**src/rtl/pcseq_pkg.sv**
```systemverilog
// Shared opcodes, FSM state encoding and control-field classifier for pc_sequencer.
package pcseq_pkg;

    localparam logic [3:0] OP_NOP     = 4'd0;
    localparam logic [3:0] OP_RET     = 4'd1;
    localparam logic [3:0] OP_CALL    = 4'd3;
    localparam logic [3:0] OP_JMP     = 4'd4;
    localparam logic [3:0] OP_JMPC_LO = 4'd5;
    localparam logic [3:0] OP_JMPC_HI = 4'd7;
    localparam logic [3:0] OP_WR_MASK = 4'b1000;

    typedef enum logic [1:0] {
        ST_RUN    = 2'd0,
        ST_SQUASH = 2'd1,
        ST_FAULT  = 2'd2
    } state_e;

    typedef enum logic [2:0] {
        K_NOP  = 3'd0,
        K_RET  = 3'd1,
        K_CALL = 3'd2,
        K_JMP  = 3'd3,
        K_JMPC = 3'd4,
        K_ALU  = 3'd5
    } kind_e;

    // Reserved code 2 and code 0 both fall through to K_NOP.
    function automatic kind_e ret_kind(input logic [3:0] cont);
        kind_e k;
        k = K_NOP;
        if ((cont & OP_WR_MASK) != 4'd0) begin
            k = K_ALU;
        end else if (cont == OP_RET) begin
            k = K_RET;
        end else if (cont == OP_CALL) begin
            k = K_CALL;
        end else if (cont == OP_JMP) begin
            k = K_JMP;
        end else if ((cont >= OP_JMPC_LO) && (cont <= OP_JMPC_HI)) begin
            k = K_JMPC;
        end else begin
            k = K_NOP;
        end
        return k;
    endfunction

endpackage

```
**src/rtl/pc_sequencer_ret_stack.sv**
```systemverilog
// Return-address stack; PCSEQ_RSTACK_WRAP_EN makes it circular (overwrite oldest, stale pop).
module ret_stack
    import pcseq_pkg::*;
#(
    parameter int AW    = 8,
    parameter int DEPTH = 4
) (
    input  logic          clk,
    input  logic          rst_n,
    input  logic          i_push,
    input  logic          i_pop,
    input  logic [AW-1:0] i_din,
    output logic [AW-1:0] o_dout,
    output logic          o_full,
    output logic          o_empty
);

    localparam int          PW      = $clog2(DEPTH);
    localparam logic [PW:0] SP_FULL = (PW+1)'(DEPTH);

    logic [AW-1:0] r_mem [DEPTH];
    logic [PW-1:0] r_wp;
    logic [PW:0]   r_sp;
    logic [PW-1:0] w_top;
    logic          w_do_push;
    logic          w_do_pop;

    assign w_top   = r_wp - PW'(1);
    assign o_dout  = r_mem[w_top];
    assign o_full  = (r_sp == SP_FULL);
    assign o_empty = (r_sp == (PW+1)'(0));

`ifdef PCSEQ_RSTACK_WRAP_EN
    assign w_do_push = i_push;
    assign w_do_pop  = i_pop;
`else
    assign w_do_push = i_push && !o_full;
    assign w_do_pop  = i_pop && !o_empty;
`endif

    // Write pointer walks the ring; occupancy saturates at DEPTH and floors at 0.
    always_ff @(posedge clk or negedge rst_n) begin
        if (!rst_n) begin
            for (int i = 0; i < DEPTH; i++) begin
                r_mem[i] <= {AW{1'b0}};
            end
            r_wp <= {PW{1'b0}};
            r_sp <= {(PW+1){1'b0}};
        end else begin
            if (w_do_push) begin
                r_mem[r_wp] <= i_din;
                r_wp        <= r_wp + PW'(1);
            end else if (w_do_pop) begin
                r_wp <= r_wp - PW'(1);
            end else begin
                r_wp <= r_wp;
            end
            if (w_do_push && !o_full) begin
                r_sp <= r_sp + (PW+1)'(1);
            end else if (w_do_pop && !o_empty) begin
                r_sp <= r_sp - (PW+1)'(1);
            end else begin
                r_sp <= r_sp;
            end
        end
    end

endmodule

```
**src/rtl/pc_sequencer.sv**
```systemverilog
// Fetch-PC sequencer with return stack and one-slot squash. Option macro: PCSEQ_RSTACK_WRAP_EN.
module pc_sequencer
    import pcseq_pkg::*;
#(
    parameter int            AW       = 8,
    parameter int            DEPTH    = 4,
    parameter logic [AW-1:0] RESET_PC = {AW{1'b0}}
) (
    input  logic          clk,
    input  logic          rst_n,
    input  logic          i_adv,
    input  logic [3:0]    i_cont,
    input  logic [AW-1:0] i_target,
    input  logic          i_tcnd,
    output logic [AW-1:0] o_pc,
    output logic [AW-1:0] o_dec_pc,
    output logic          o_squash,
    output logic          o_wen,
    output logic          o_fault
);

    state_e        r_state;
    logic [AW-1:0] r_pc;
    logic [AW-1:0] r_dec_pc;
    logic          r_squash;
    logic          r_fault;

    kind_e         w_kind;
    logic          w_exec;
    logic          w_err;
    logic          w_redir;
    logic          w_push;
    logic          w_pop;
    logic          w_full;
    logic          w_empty;
    logic [AW-1:0] w_dout;
    logic [AW-1:0] w_redir_pc;
    logic [AW-1:0] w_ret_addr;

    assign w_kind     = ret_kind(i_cont);
    assign w_exec     = i_adv && (r_state == ST_RUN);
    assign w_ret_addr = r_dec_pc + AW'(1);

`ifdef PCSEQ_RSTACK_WRAP_EN
    assign w_err = 1'b0;
`else
    assign w_err = ((w_kind == K_CALL) && w_full) || ((w_kind == K_RET) && w_empty);
`endif

    assign w_redir = (w_kind == K_JMP) || (w_kind == K_CALL) || (w_kind == K_RET) ||
                     ((w_kind == K_JMPC) && i_tcnd);
    assign w_push  = w_exec && !w_err && (w_kind == K_CALL);
    assign w_pop   = w_exec && !w_err && (w_kind == K_RET);

    // Redirect source: popped return address for RET, decode-slot target otherwise.
    always_comb begin
        w_redir_pc = i_target;
        case (w_kind)
            K_RET:   w_redir_pc = w_dout;
            default: w_redir_pc = i_target;
        endcase
    end

    ret_stack #(
        .AW    (AW),
        .DEPTH (DEPTH)
    ) u_ret_stack (
        .clk     (clk),
        .rst_n   (rst_n),
        .i_push  (w_push),
        .i_pop   (w_pop),
        .i_din   (w_ret_addr),
        .o_dout  (w_dout),
        .o_full  (w_full),
        .o_empty (w_empty)
    );

    // Sequencing FSM: RUN executes, SQUASH discards one slot, FAULT freezes until reset.
    always_ff @(posedge clk or negedge rst_n) begin
        if (!rst_n) begin
            r_state  <= ST_RUN;
            r_pc     <= RESET_PC;
            r_dec_pc <= RESET_PC;
            r_squash <= 1'b0;
            r_fault  <= 1'b0;
        end else begin
            case (r_state)
                ST_RUN: begin
                    if (i_adv) begin
                        if (w_err) begin
                            r_state  <= ST_FAULT;
                            r_fault  <= 1'b1;
                            r_squash <= 1'b0;
                        end else if (w_redir) begin
                            r_pc     <= w_redir_pc;
                            r_dec_pc <= r_pc;
                            r_squash <= 1'b1;
                            r_state  <= ST_SQUASH;
                        end else begin
                            r_pc     <= r_pc + AW'(1);
                            r_dec_pc <= r_pc;
                            r_squash <= 1'b0;
                        end
                    end
                end
                ST_SQUASH: begin
                    if (i_adv) begin
                        r_pc     <= r_pc + AW'(1);
                        r_dec_pc <= r_pc;
                        r_squash <= 1'b0;
                        r_state  <= ST_RUN;
                    end
                end
                ST_FAULT: begin
                    r_squash <= 1'b0;
                    r_fault  <= 1'b1;
                end
                default: begin
                    r_state  <= ST_RUN;
                    r_squash <= 1'b0;
                end
            endcase
        end
    end

    assign o_pc     = r_pc;
    assign o_dec_pc = r_dec_pc;
    assign o_squash = r_squash;
    assign o_fault  = r_fault;
    assign o_wen    = rst_n && i_adv && (r_state == ST_RUN) && (w_kind == K_ALU);

endmodule

```
**config.mk**
```make
export PLATFORM = sky130hd
export DESIGN_NAME = pc_sequencer
export DESIGN_NICKNAME = d
export VERILOG_FILES = /design/src/rtl/pcseq_pkg.sv /design/src/rtl/pc_sequencer_ret_stack.sv /design/src/rtl/pc_sequencer.sv
export SDC_FILE = /design/constraint.sdc
export NUM_CORES = 1
export LEC_CHECK = 0
export CAP_MARGIN = 10
export CORE_MARGIN = 3
export CORE_UTILIZATION = 55
export DETAILED_ROUTE_END_ITERATION = 16
export GPL_TIMING_DRIVEN = 0
export PLACE_DENSITY = 0.79
export RECOVER_POWER = 100
export SLEW_MARGIN = 20
export SYNTH_ARGS = -nofsm -noshare
export SYNTH_HDL_FRONTEND = slang
export SYNTH_SLANG_ARGS = --single-unit
```
**constraint.sdc**
```tcl
create_clock -name clk -period 3.12 [get_ports clk]
set_input_delay 0.312 -clock clk [delete_from_list [all_inputs] [get_ports clk]]
set_output_delay 0.312 -clock clk [all_outputs]
set_load 0.01 [all_outputs]
```
==> results.md, run 1 <==
* Final hold viol count at 0
* Share of layout cells above drive strength 1 at 12.84%
* Post-synthesis async set-or-reset flop share at 100.0%
* H-tree depth at 3
* CP max stage cell: mux4_4
* Synth Area in XOR/XNOR at 2.900%
* Placed inst area at 0.003436 mm^2
* Net Count, Synth at 310
* Max-cap violations at 0
* Clock tree sinks at 57
* TritonCTS clock tree: yes
* Power density over the cells at 854.2 mW/mm^2
* Top cells by count, synth: 59 x nand2_1, 57 x dfrtp_1, 31 x o21ai_0
* Post-synthesis register bit count at 57
* Io pins at 35
* Core area at 0.005205 mm^2
* Worst slew margin at 6.929%
* DR DRC count at 0
* Slew at the pin closest to its max-slew limit at 1.396 ns
* Worst R2R End: o_pc[4]$_DFFE_PN0P_
* Post-synthesis simple-gate area fraction at 17.36%
* Die area at 0.006417 mm^2
* Data arrival, critical path at 3.10 ns
* Post-route ant nets at 0
* Most common cell in the netlist: nand2_1
* Starting Density at 58.03%
* First-pass GRT wire length at 11.61 mm
* Wire per inst at 16.92 um
* Final #Nets at 354
* Total number of vias at 2,337
* CP Max Fanout at 10
* Hold buffers post-CTS at 0
* Post-synthesis mux area share at 10.27%
* Initial DRC Count at 158
* CTS buffer count at 9
* Final setup violation count at 0
* EDFF count, synth at 0
* Dpl ws at 0.2929 ns
* Worst setup margin at 0.2274 ns
* Final period util at 92.71%
* Synth Flop Type: dfrtp_1
* Yosys cell types at 53
* Final wirelength at 6.852 mm
* Mean Syn Cell Area at 10.52 um^2
* Synth area leader: dfrtp_1
* Yosys Warn Count at 0
* Final setup TNS at 0 ns
* Port Buffers at 33
* CTS max path bufs at 2
* CP Capture Type: flop
* Grt ovf at 0
* Worst VDD drop at 515.4 uV
* # diodes at 0
* Gpl congestion at 0.8222
* Crit-path cells: buf_2, inv_1, ha_1, clkbuf_1, mux4_4, mux2_2, o22ai_1, a31oi_1
* Top cell type's share of synthesized area at 47.22%
* Outcome: finished clean
* Clock latency on the worst-skew pair at 0.33 ns
* R2R Setup Slk at 0.23 ns
* Setup Fix Bufs, Post-CTS at 0
* Vias in the first global route at 2,362
* Slowest cell delay on critical path at 0.58 ns
* Die Y at 80.11 um
* Synth Area in Adders at 3.148%
* Total power at 3044 uW
* Vias per std cell at 5.770
* Worst-path clk slew at 0.07 ns
* Global-route usage over all layers at 24.14%
* DP HPWL at 4.791 mm
* Post-layout min period at 2.893 ns
* Post-CTS resize count at 0
* Fmax at 0.3457 GHz
* P&R area growth vs syn at 17.98%
* Post-route design area at 0.003563 mm^2
* Largest cells by area after synthesis: dfrtp_1 47%, nand2_1 7.3%, mux4_2 5.2%
* Root Buffer: clkbuf_8
* Cells after Synth at 287
* Max-slew violations at 0
* Die width at 80.11 um
* Worst Setup Path Type: reg -> reg
* Largest net degree at the start of global routing at 59
* Mapped Area at 0.003020 mm^2
* Worst R2R Start: u_ret_stack.r_wp[0]$_DFFE_PN0P_
* RSZ-0062 raised after global routing: no
* R2R depth at 8
* Initial antenna violation count at 0
* Combinational family with the most area after synthesis: simple AND/OR/NAND/NOR gates
* Clock skew at 0.009197 ns
* Req. time, crit path at 3.33 ns
* Min-Delay Path Class: in -> async
* Sequential area share after synthesis at 47.22%
* Compound-Gate Fraction of Synth Area at 15.49%
* Initial DRT Pass Iterations at 4
* LEAKAGE at 0.001550 uW
* FP Rows at 26
* Critical Path Source Type: flop
==> critical path: cells and delay by family (launching register included) <==
family                     cells  cell delay [ns]
adders and majority gates      1             0.33
buffers and inverters          3             0.98
AOI/OAI and AO/OA              2             0.21
muxes                          2             0.87
DFF                            1             0.38
==> kinds of logic after synthesis <==
logic type,Yosys count
AND/OR/NAND/NOR,107
buffers and inverters,18
multiplexers,20
XOR/XNOR,10
adder cells (fa/ha/maj),7
AO/OA/AOI/OAI,68
flip-flops,57
==> cell usage in the layout, fill, tap and decap left out, types with 6 or more instances in the layout <==
cell	instances
clkbuf_1	8
o21ai_0	33
dlygate4sd3_1	20
nand2_1	59
clkdlybuf4s50_1	12
mux2_2	6
clkbuf_8	11
mux4_2	7
nand3_1	8
and3_1	6
nor2_1	12
a21oi_1	11
ha_1	6
dfrtp_1	57
mux2i_1	6
==> cell type report <==
type	count	area, um^2
Multi-Input combinational cell	212	1459
Timing Repair Buffer	33	325.3
Clock buffer	10	137.6
Buffer	13	76.32
Tap cell	70	87.58
Clock inverter	5	32.53
Sequential cell	57	1426
Fill cell	424	1642
Inverter	5	18.77
==> per-stage QoR <==
stage / hold WS [ns] / utilization (%) / instances
2_1_floorplan: 0.01641 / - / 287
4_1_cts: 0.05824 / 69.28 / 405
6_report: 0.2905 / 68.46 / 405
3_5_place_dp: 0.4191 / 66.01 / 390
5_1_grt: 0.3963 / 68.46 / 405
3_3_place_gp: 0.4544 / 66.06 / 390
==> state kept, by name, summed over array words and instances, names as in the netlist <==
name               flops
o_dec_pc               8
o_fault                1
o_pc                   8
o_squash               1
r_state                2
u_ret_stack.r_mem     32
u_ret_stack.r_sp       3
u_ret_stack.r_wp       2
==> worst max path at each step <==
stage,startpoint,to,slack [ns],cells after the start
2_1_floorplan,u_ret_stack.r_wp[0]$_DFFE_PN0P_,o_pc[4]$_DFFE_PN0P_,0.74,8
4_1_cts,u_ret_stack.r_wp[0]$_DFFE_PN0P_,o_pc[4]$_DFFE_PN0P_,0.24,8
3_5_place_dp,u_ret_stack.r_wp[0]$_DFFE_PN0P_,o_pc[4]$_DFFE_PN0P_,0.29,8
6_report,u_ret_stack.r_wp[0]$_DFFE_PN0P_,o_pc[4]$_DFFE_PN0P_,0.23,8
5_1_grt,u_ret_stack.r_wp[0]$_DFFE_PN0P_,o_pc[4]$_DFFE_PN0P_,0.02,8
3_3_place_gp,rst_n,o_wen,-0.77,3
==> report_power, final <==
part           total [uW]  leakage (uW)  switching (uW)  internal, uW
Sequential           1270      0.000735             260          1010
Combinational        1180      0.000735             613           567
Clock                 597     0.0000802             296           301
==> layer usage <==
| layer | share of wire, % | up-vias | track usage, % |
|---|---|---|---|
| met3 | 5.7 | 12 | 5.045 |
| met4 | 2.0 | 0 | 9.966 |
| met2 | 48 | 73 | 37.17 |
| met1 | 44 | 1136 | 33.33 |
| li1 | - | 1116 | - |
| met5 | 0 | - | 0 |
(Power assumes the default switching activity.)
==> run 2: changes to the inputs <==
Settings changed: CELL_PAD_IN_SITES_DETAIL_PLACEMENT from default to 0, CELL_PAD_IN_SITES_GLOBAL_PLACEMENT from default to 1, CORE_UTILIZATION 55 to 44, PLACE_DENSITY 0.79 to default, PLACE_DENSITY_LB_ADDON from default to 0.1.
Clock period 3.12 ns to 2.72 ns, I/O delays scaled along.
==> run 2 against run 1 <==
Design area up 0.98%. Sequential power up 14%. Cell count up 2.2%. First-iteration DRC count down 38%. Sequential share of layout area down 0.39 points. Clock power up 19%. Largest power group unchanged. Clock-buffer cell count down 1. Routed wire length up 3.9%. Clock skew down 0.0013 ns. Setup slack worse by 0.075 ns. Worst hold slack better by 0.16 ns. Highest routed layer unchanged.
==> results.md, run 2 (same netlist as run 1, synthesis figures left out) <==
* Final Non-Filler Cells at 414
* Post-route ant nets at 0
* Req. time, crit path at 2.98 ns
* Crit-path cells: dlygate4sd3_1, or3b_1, o41ai_2, clkbuf_2, nand2_1, o21ai_1
* Clock tree sinks at 57
* Worst Setup Path Type: in -> reg
* CP max stage cell: o41ai_2
* CP Capture Type: flop
* Clock skew at 0.007898 ns
* First-pass GRT wire length at 11.70 mm
* Global-route usage over all layers at 20.13%
* Worst VDD drop at 503.1 uV
* Min-Delay Path Class: in -> async
* LEAKAGE at 0.001566 uW
* Critical path depth in cells at 6
* TritonCTS clock tree: yes
* Initial DRC Count at 98
* Most frequent cells in the layout: 59 x nand2_1, 57 x dfrtp_1, 32 x o21ai_0
* P&R area growth vs syn at 19.14%
* CP bufs+invs at 2
* Share of layout cells above drive strength 1 at 13.95%
* R2R depth at 7
* Clock share of power at 20.3%
* Vias in the first global route at 2,239
* CTS max path bufs at 2
* Placed inst area at 0.003472 mm^2
* Outcome: finished clean
* Max-cap violations at 0
* Reg power frac at 41.2%
* Dpl ws at -0.1542 ns
* FP Rows at 29
* Worst-path clk slew at 0.08 ns
* RSZ-0062 raised after global routing: no
* Slowest cell delay on critical path at 0.85 ns
* Top reg by flops: u_ret_stack.r_mem
* Max reg flops at 32
* Final #Nets at 355
* DP HPWL at 5.078 mm
* Fmax at 0.3894 GHz
* NetSw at 1364 uW
* Initial DRT Pass Iterations at 4
* Initial antenna violation count at 0
* Vias per std cell at 5.527
* Die area at 0.007894 mm^2
* Die Y at 88.85 um
* Die width at 88.85 um
* Max-slew violations at 0
* Critical Path Source Type: input pin
* Setup Fix Bufs, Post-CTS at 0
* Final setup violation count at 0
* # diodes at 0
* Post-layout min period at 2.568 ns
* Starting Density at 46.50%
* Worst slew margin at 21.36%
* Total number of vias at 2,288
* H-tree depth at 3
* Switching Fraction at 38.85%
* Most common cell after layout, fill and taps aside: nand2_1
* Power density over the cells at 976.0 mW/mm^2
* Int Pwr at 2148 uW
* Largest delay contributor family on the critical path: buffers and inverters
* Inst Count DP at 398
* CP startpoint: i_cont[3]
* Io pins at 35
* Final hold viol count at 0
* CP Max Fanout at 10
* Final core utilization at 55.40%
* Port Buffers at 33
* Gpl congestion at 0.7760
* Largest net degree at the start of global routing at 48
* Post-route design area at 0.003598 mm^2
* Final wirelength at 7.120 mm
* Wire per inst at 17.20 um
* Final period util at 94.40%
* Slew at the pin closest to its max-slew limit at 1.180 ns
* Worst setup margin at 0.1523 ns
* Core area at 0.006495 mm^2
* Worst R2R Start: u_ret_stack.r_wp[0]$_DFFE_PN0P_
* Logic gate share of total power at 38.5%
* Fill count at 596
* CTS buffer count at 9
* Root Buffer: clkbuf_8
* DR DRC count at 0
* Data arrival, critical path at 2.83 ns
* Clock latency on the worst-skew pair at 0.34 ns
* Grt ovf at 0
==> run 2: cell type report <==
cell class	count	area [um^2]	area share [%]
inverter	5	18.77	0.5216
clock inverter	7	55.05	1.530
clock buffer	9	123.9	3.442
timing repair buffer	35	339.1	9.423
tap	77	96.34	2.677
multi-input combinational	212	1461	40.61
sequential	57	1426	39.64
buffer	12	77.57	2.156
==> run 2: through the flow <==
| stage | power (uW) | TNS (ns) | hold slack (ns) |
|---|---|---|---|
| after detailed placement | 2904 | -0.1542 | 0.1327 |
| after global routing | 3804 | 0 | 0.4831 |
| final | 3512 | 0 | 0.4535 |
| after CTS | 3624 | 0 | 0.3054 |
| after global placement | 2869 | -30.19 | 0.4544 |
| after floorplan | 2292 | 0 | -0.02359 |
==> run 2: power groups by stage <==
stage | sequential, uW | combinational [uW] | clock, uW
after global routing | 1500 | 1520 | 781
after CTS | 1460 | 1440 | 731
after global placement | 1470 | 1400 | 0
after detailed placement | 1470 | 1430 | 0
final | 1450 | 1350 | 713
after floorplan | 1440 | 852 | 0
==> run 2: metal layers <==
metal  global-route usage, %  vias up  routed length [um]
met5                       0        -                   0
li1                        -     1120                   -
met4                   6.593        0                  75
met1                   28.00     1107                3393
met3                   4.655        8                 308
met2                   31.11       53                3343
==> run 2: final timing paths <==
kind	endpoint	slack, ns
max	o_dec_pc[0]$_DFFE_PN0P_	0.15
min	u_ret_stack.r_sp[2]$_DFFE_PN0P_	0.45
max reg2reg	o_pc[4]$_DFFE_PN0P_	0.22
min reg2reg	o_squash$_DFFE_PN0P_	0.48
max in group asynchronous	u_ret_stack.r_mem[22]$_DFFE_PN0P_	0.69
min in group clk	o_pc[0]$_DFFE_PN0P_	0.46
==> run 2: what timing repair did <==
action	in CTS	in global routing
hold buffers	1	0
endpoints found under the hold margin	10	0
pin swaps	0	0
resized for setup	0	1
setup endpoints to repair	1	1
==> run 3: changes to the inputs <==
--- a/config.mk
+++ b/config.mk
@@ -7,2 +7,3 @@
 export LEC_CHECK = 0
+export ABC_AREA = 1
 export CAP_MARGIN = 10
@@ -11,5 +12,4 @@
 export CORE_MARGIN = 3
-export CORE_UTILIZATION = 44
+export CORE_UTILIZATION = 42
 export DETAILED_ROUTE_END_ITERATION = 16
-export GPL_TIMING_DRIVEN = 0
 export PLACE_DENSITY_LB_ADDON = 0.1
==> constraint.sdc (replaced) <==
create_clock -name clk -period 2.72 [get_ports clk]
set_input_delay 0.68 -clock clk [delete_from_list [all_inputs] [get_ports clk]]
set_output_delay 0.68 -clock clk [all_outputs]
set_load 0.01 [all_outputs]
==> run 3 against run 2 <==
Register-to-register slack gained 0.19 ns. Global-route usage shrank 1.3 points. Non-clock buffer count is the same. Routed wire length grew 6.9%. Worst hold slack lost 0.0097 ns. Die area grew 12%.
==> results.md, run 3 <==
* Outcome: finished clean
* Total power at 4093 uW
* Top cells by count, synth: 133 x nand2_1, 57 x dfrtp_1, 40 x inv_1
* Die area at 0.008825 mm^2
* Hold_sp: r_state[0]$_DFFE_PN0P_
* Worst R2R Start: u_ret_stack.r_wp[0]$_DFFE_PN0P_
* Gpl congestion at 0.8013
* Final setup violation count at 0
* Final setup TNS at 0 ns
* Global-route usage over all layers at 18.81%
* Data arrival, critical path at 1.79 ns
* Starting Density at 44.07%
* Clock skew at 0.008914 ns
* Synth Area in XOR/XNOR at 3.505%
* Power density over the cells at 1053 mW/mm^2
* Reg power frac at 35.4%
* Post-layout min period at 2.472 ns
* Synth Flop Type: dfrtp_1
* Clock tree sinks at 57
* Initial DRT Pass Iterations at 4
* Cells after Synth at 406
* CTS buffer count at 9
* Worst-path clk slew at 0.06 ns
* Vias per std cell at 4.811
* H-tree depth at 3
* Compound-Gate Fraction of Synth Area at 10.75%
* Top reg by flops: u_ret_stack.r_mem
* Req. time, crit path at 2.04 ns
* LEAKAGE at 0.001977 uW
* Most common cell in the netlist: nand2_1
* Initial DRC Count at 94
* Worst Hold Depth at 1
* Synth area leader: dfrtp_1
* Largest net degree at the start of global routing at 58
* Fmax at 0.4046 GHz
* R2R Setup Slk at 0.41 ns
* Worst VDD drop at 435.6 uV
* RSZ-0062 raised after global routing: no
* Grt ovf at 0
* First-pass GRT wire length at 12.86 mm
* Yosys cell types at 31
* EDFF count, synth at 0
* Switching Fraction at 40.15%
* Final period util at 90.87%
* Wire per inst at 13.66 um
* Combinational family with the most area after synthesis: simple AND/OR/NAND/NOR gates
* Die Y at 93.94 um
* Mean Syn Cell Area at 8.000 um^2
* CP Max Fanout at 2
* Max reg flops at 32
* Synth Area in Adders at 2.928%
* Min-Delay Path Class: reg -> reg
* Top cell type's share of synthesized area at 43.91%
* Worst slew margin at 4.142%
* Post-synthesis async set-or-reset flop share at 100.0%
* P&R area growth vs syn at 19.65%
* Worst Hold End: r_state[1]$_DFFE_PN0P_
* Vias in the first global route at 2,604
* Post-synthesis mux area share at 0%
* Hold buffers post-CTS at 0
* Post-synthesis register bit count at 57
* Port Buffers at 34
* Slowest cell delay on critical path at 0.48 ns
* Logic gate share of total power at 40.6%
* CTS max path bufs at 2
* Die width at 93.94 um
* CP startpoint: i_adv
* Int Pwr at 2450 uW
* TritonCTS clock tree: yes
* Final #Nets at 476
* Yosys Warn Count at 0
* Total number of vias at 2,680
* Clock latency on the worst-skew pair at 0.33 ns
* Root Buffer: clkbuf_8
* CP max stage cell: clkdlybuf4s50_1
* Post-route ant nets at 0
* Post-synthesis simple-gate area fraction at 30.55%
* Max-slew violations at 0
* DP HPWL at 5.434 mm
* Slew at the pin closest to its max-slew limit at 1.438 ns
* Most common cell after layout, fill and taps aside: nand2_1
* Final wirelength at 7.608 mm
* Clock share of power at 24.0%
* DR DRC count at 0
* Largest cells by area after synthesis: dfrtp_1 44%, nand2_1 15%, nand3_1 5.4%
* CP Capture Type: primary output
* # diodes at 0
* Net Count, Synth at 429
* Worst Setup Path Type: in -> out
* FP Rows at 31
* Mapped Area at 0.003248 mm^2
* Core area at 0.007370 mm^2
* Sequential area share after synthesis at 43.91%
* Critical Path Source Type: input pin
* Most frequent cells in the layout: 135 x nand2_1, 57 x dfrtp_1, 41 x inv_1
* Initial antenna violation count at 0
* Io pins at 35
* NetSw at 1644 uW
* Worst R2R End: o_pc[6]$_DFFE_PN0P_
* Share of layout cells above drive strength 1 at 9.825%
* WHS at 0.4437 ns
* Final hold viol count at 0
* Max-cap violations at 0
* Crit-path cells: clkdlybuf4s50_1, inv_1, nor2_4, and3_1, clkdlybuf4s25_1
* R2R depth at 9
[run 3: cell count changes after synthesis, moves of 6 or more]
cell      previous run  this run
nand2_1             59       133
inv_1                5        40
nand3_1              8        35
o21ai_1              4        23
o21ai_0             31        17
o211ai_1             0         8
mux4_2               7         0
mux2_2               6         0
mux2i_1              6         0
nor2_4               0         6
xor2_1               5        11
[run 3: logic make-up (layout without fill, tap and decap cells)]
group                    after synthesis  in the layout
AND/OR/NAND/NOR                      212            212
AO/OA/AOI/OAI                         62             62
buffers and inverters                 55            107
adder cells (fa/ha/maj)                7              7
XOR/XNOR                              13             13
flip-flops                            57             57
[run 3: layer usage]
metal	up-vias	wire length [um]	GRT usage [%]	part of all wire [%]
li1	1396	-	-	-
met1	1230	4090	27.97	54
met2	42	3199	27.26	42
met3	12	200	4.728	2.6
met4	0	119	4.693	1.6
met5	-	0	0	0
[run 3: final cells by class]
cell class / instances / area (um^2)
clock inverter: 6 / 105.1
tap: 99 / 123.9
sequential: 57 / 1426
multi-input combinational: 294 / 1496
clock buffer: 10 / 137.6
fill: 741 / 3483
timing repair buffer: 47 / 431.7
inverter: 44 / 165.2
[run 3: critical path, delay by kind of cell]
family                 cells  cell delay [ns]
AND/OR/NAND/NOR            2             0.25
buffers and inverters      3             0.87
[run 3: power by group through the flow]
stage	Sequential, uW	Clock [uW]	Combinational (uW)
detailed placement	1470	0	1760
floorplan	1460	0	1100
CTS	1460	995	1770
finish	1450	982	1660
global placement	1460	0	1750
global route	1500	1030	1900
[run 3: worst max path at each step]
stage | to | slack, ns | cells past startpoint
2_1_floorplan | u_ret_stack.r_sp[2]$_DFFE_PN0P_ | 0.56 | 13
3_3_place_gp | o_wen | 0.03 | 5
3_5_place_dp | o_wen | 0.02 | 5
4_1_cts | o_wen | 0.02 | 5
5_1_grt | o_pc[6]$_DFFE_PN0P_ | 0.18 | 9
6_report | o_wen | 0.25 | 5
[run 3: metrics by stage]
step                      worst slack [ns]  instance area, um^2  util (%)  cells
after floorplan                     0.5587                 3248         -    406
after global routing                0.1772                 3886     52.73    557
after global placement             0.03223                 3711     50.36    541
final                               0.2484                 3886     52.73    557
after CTS                          0.02100                 3954     53.65    557
after detailed placement           0.02363                 3711     50.36    541
[run 3: what timing repair did]
action | in CTS | in global routing
gates resized for setup | 0 | 1
setup buffers | 0 | 0
endpoints found under the setup margin | 0 | 1
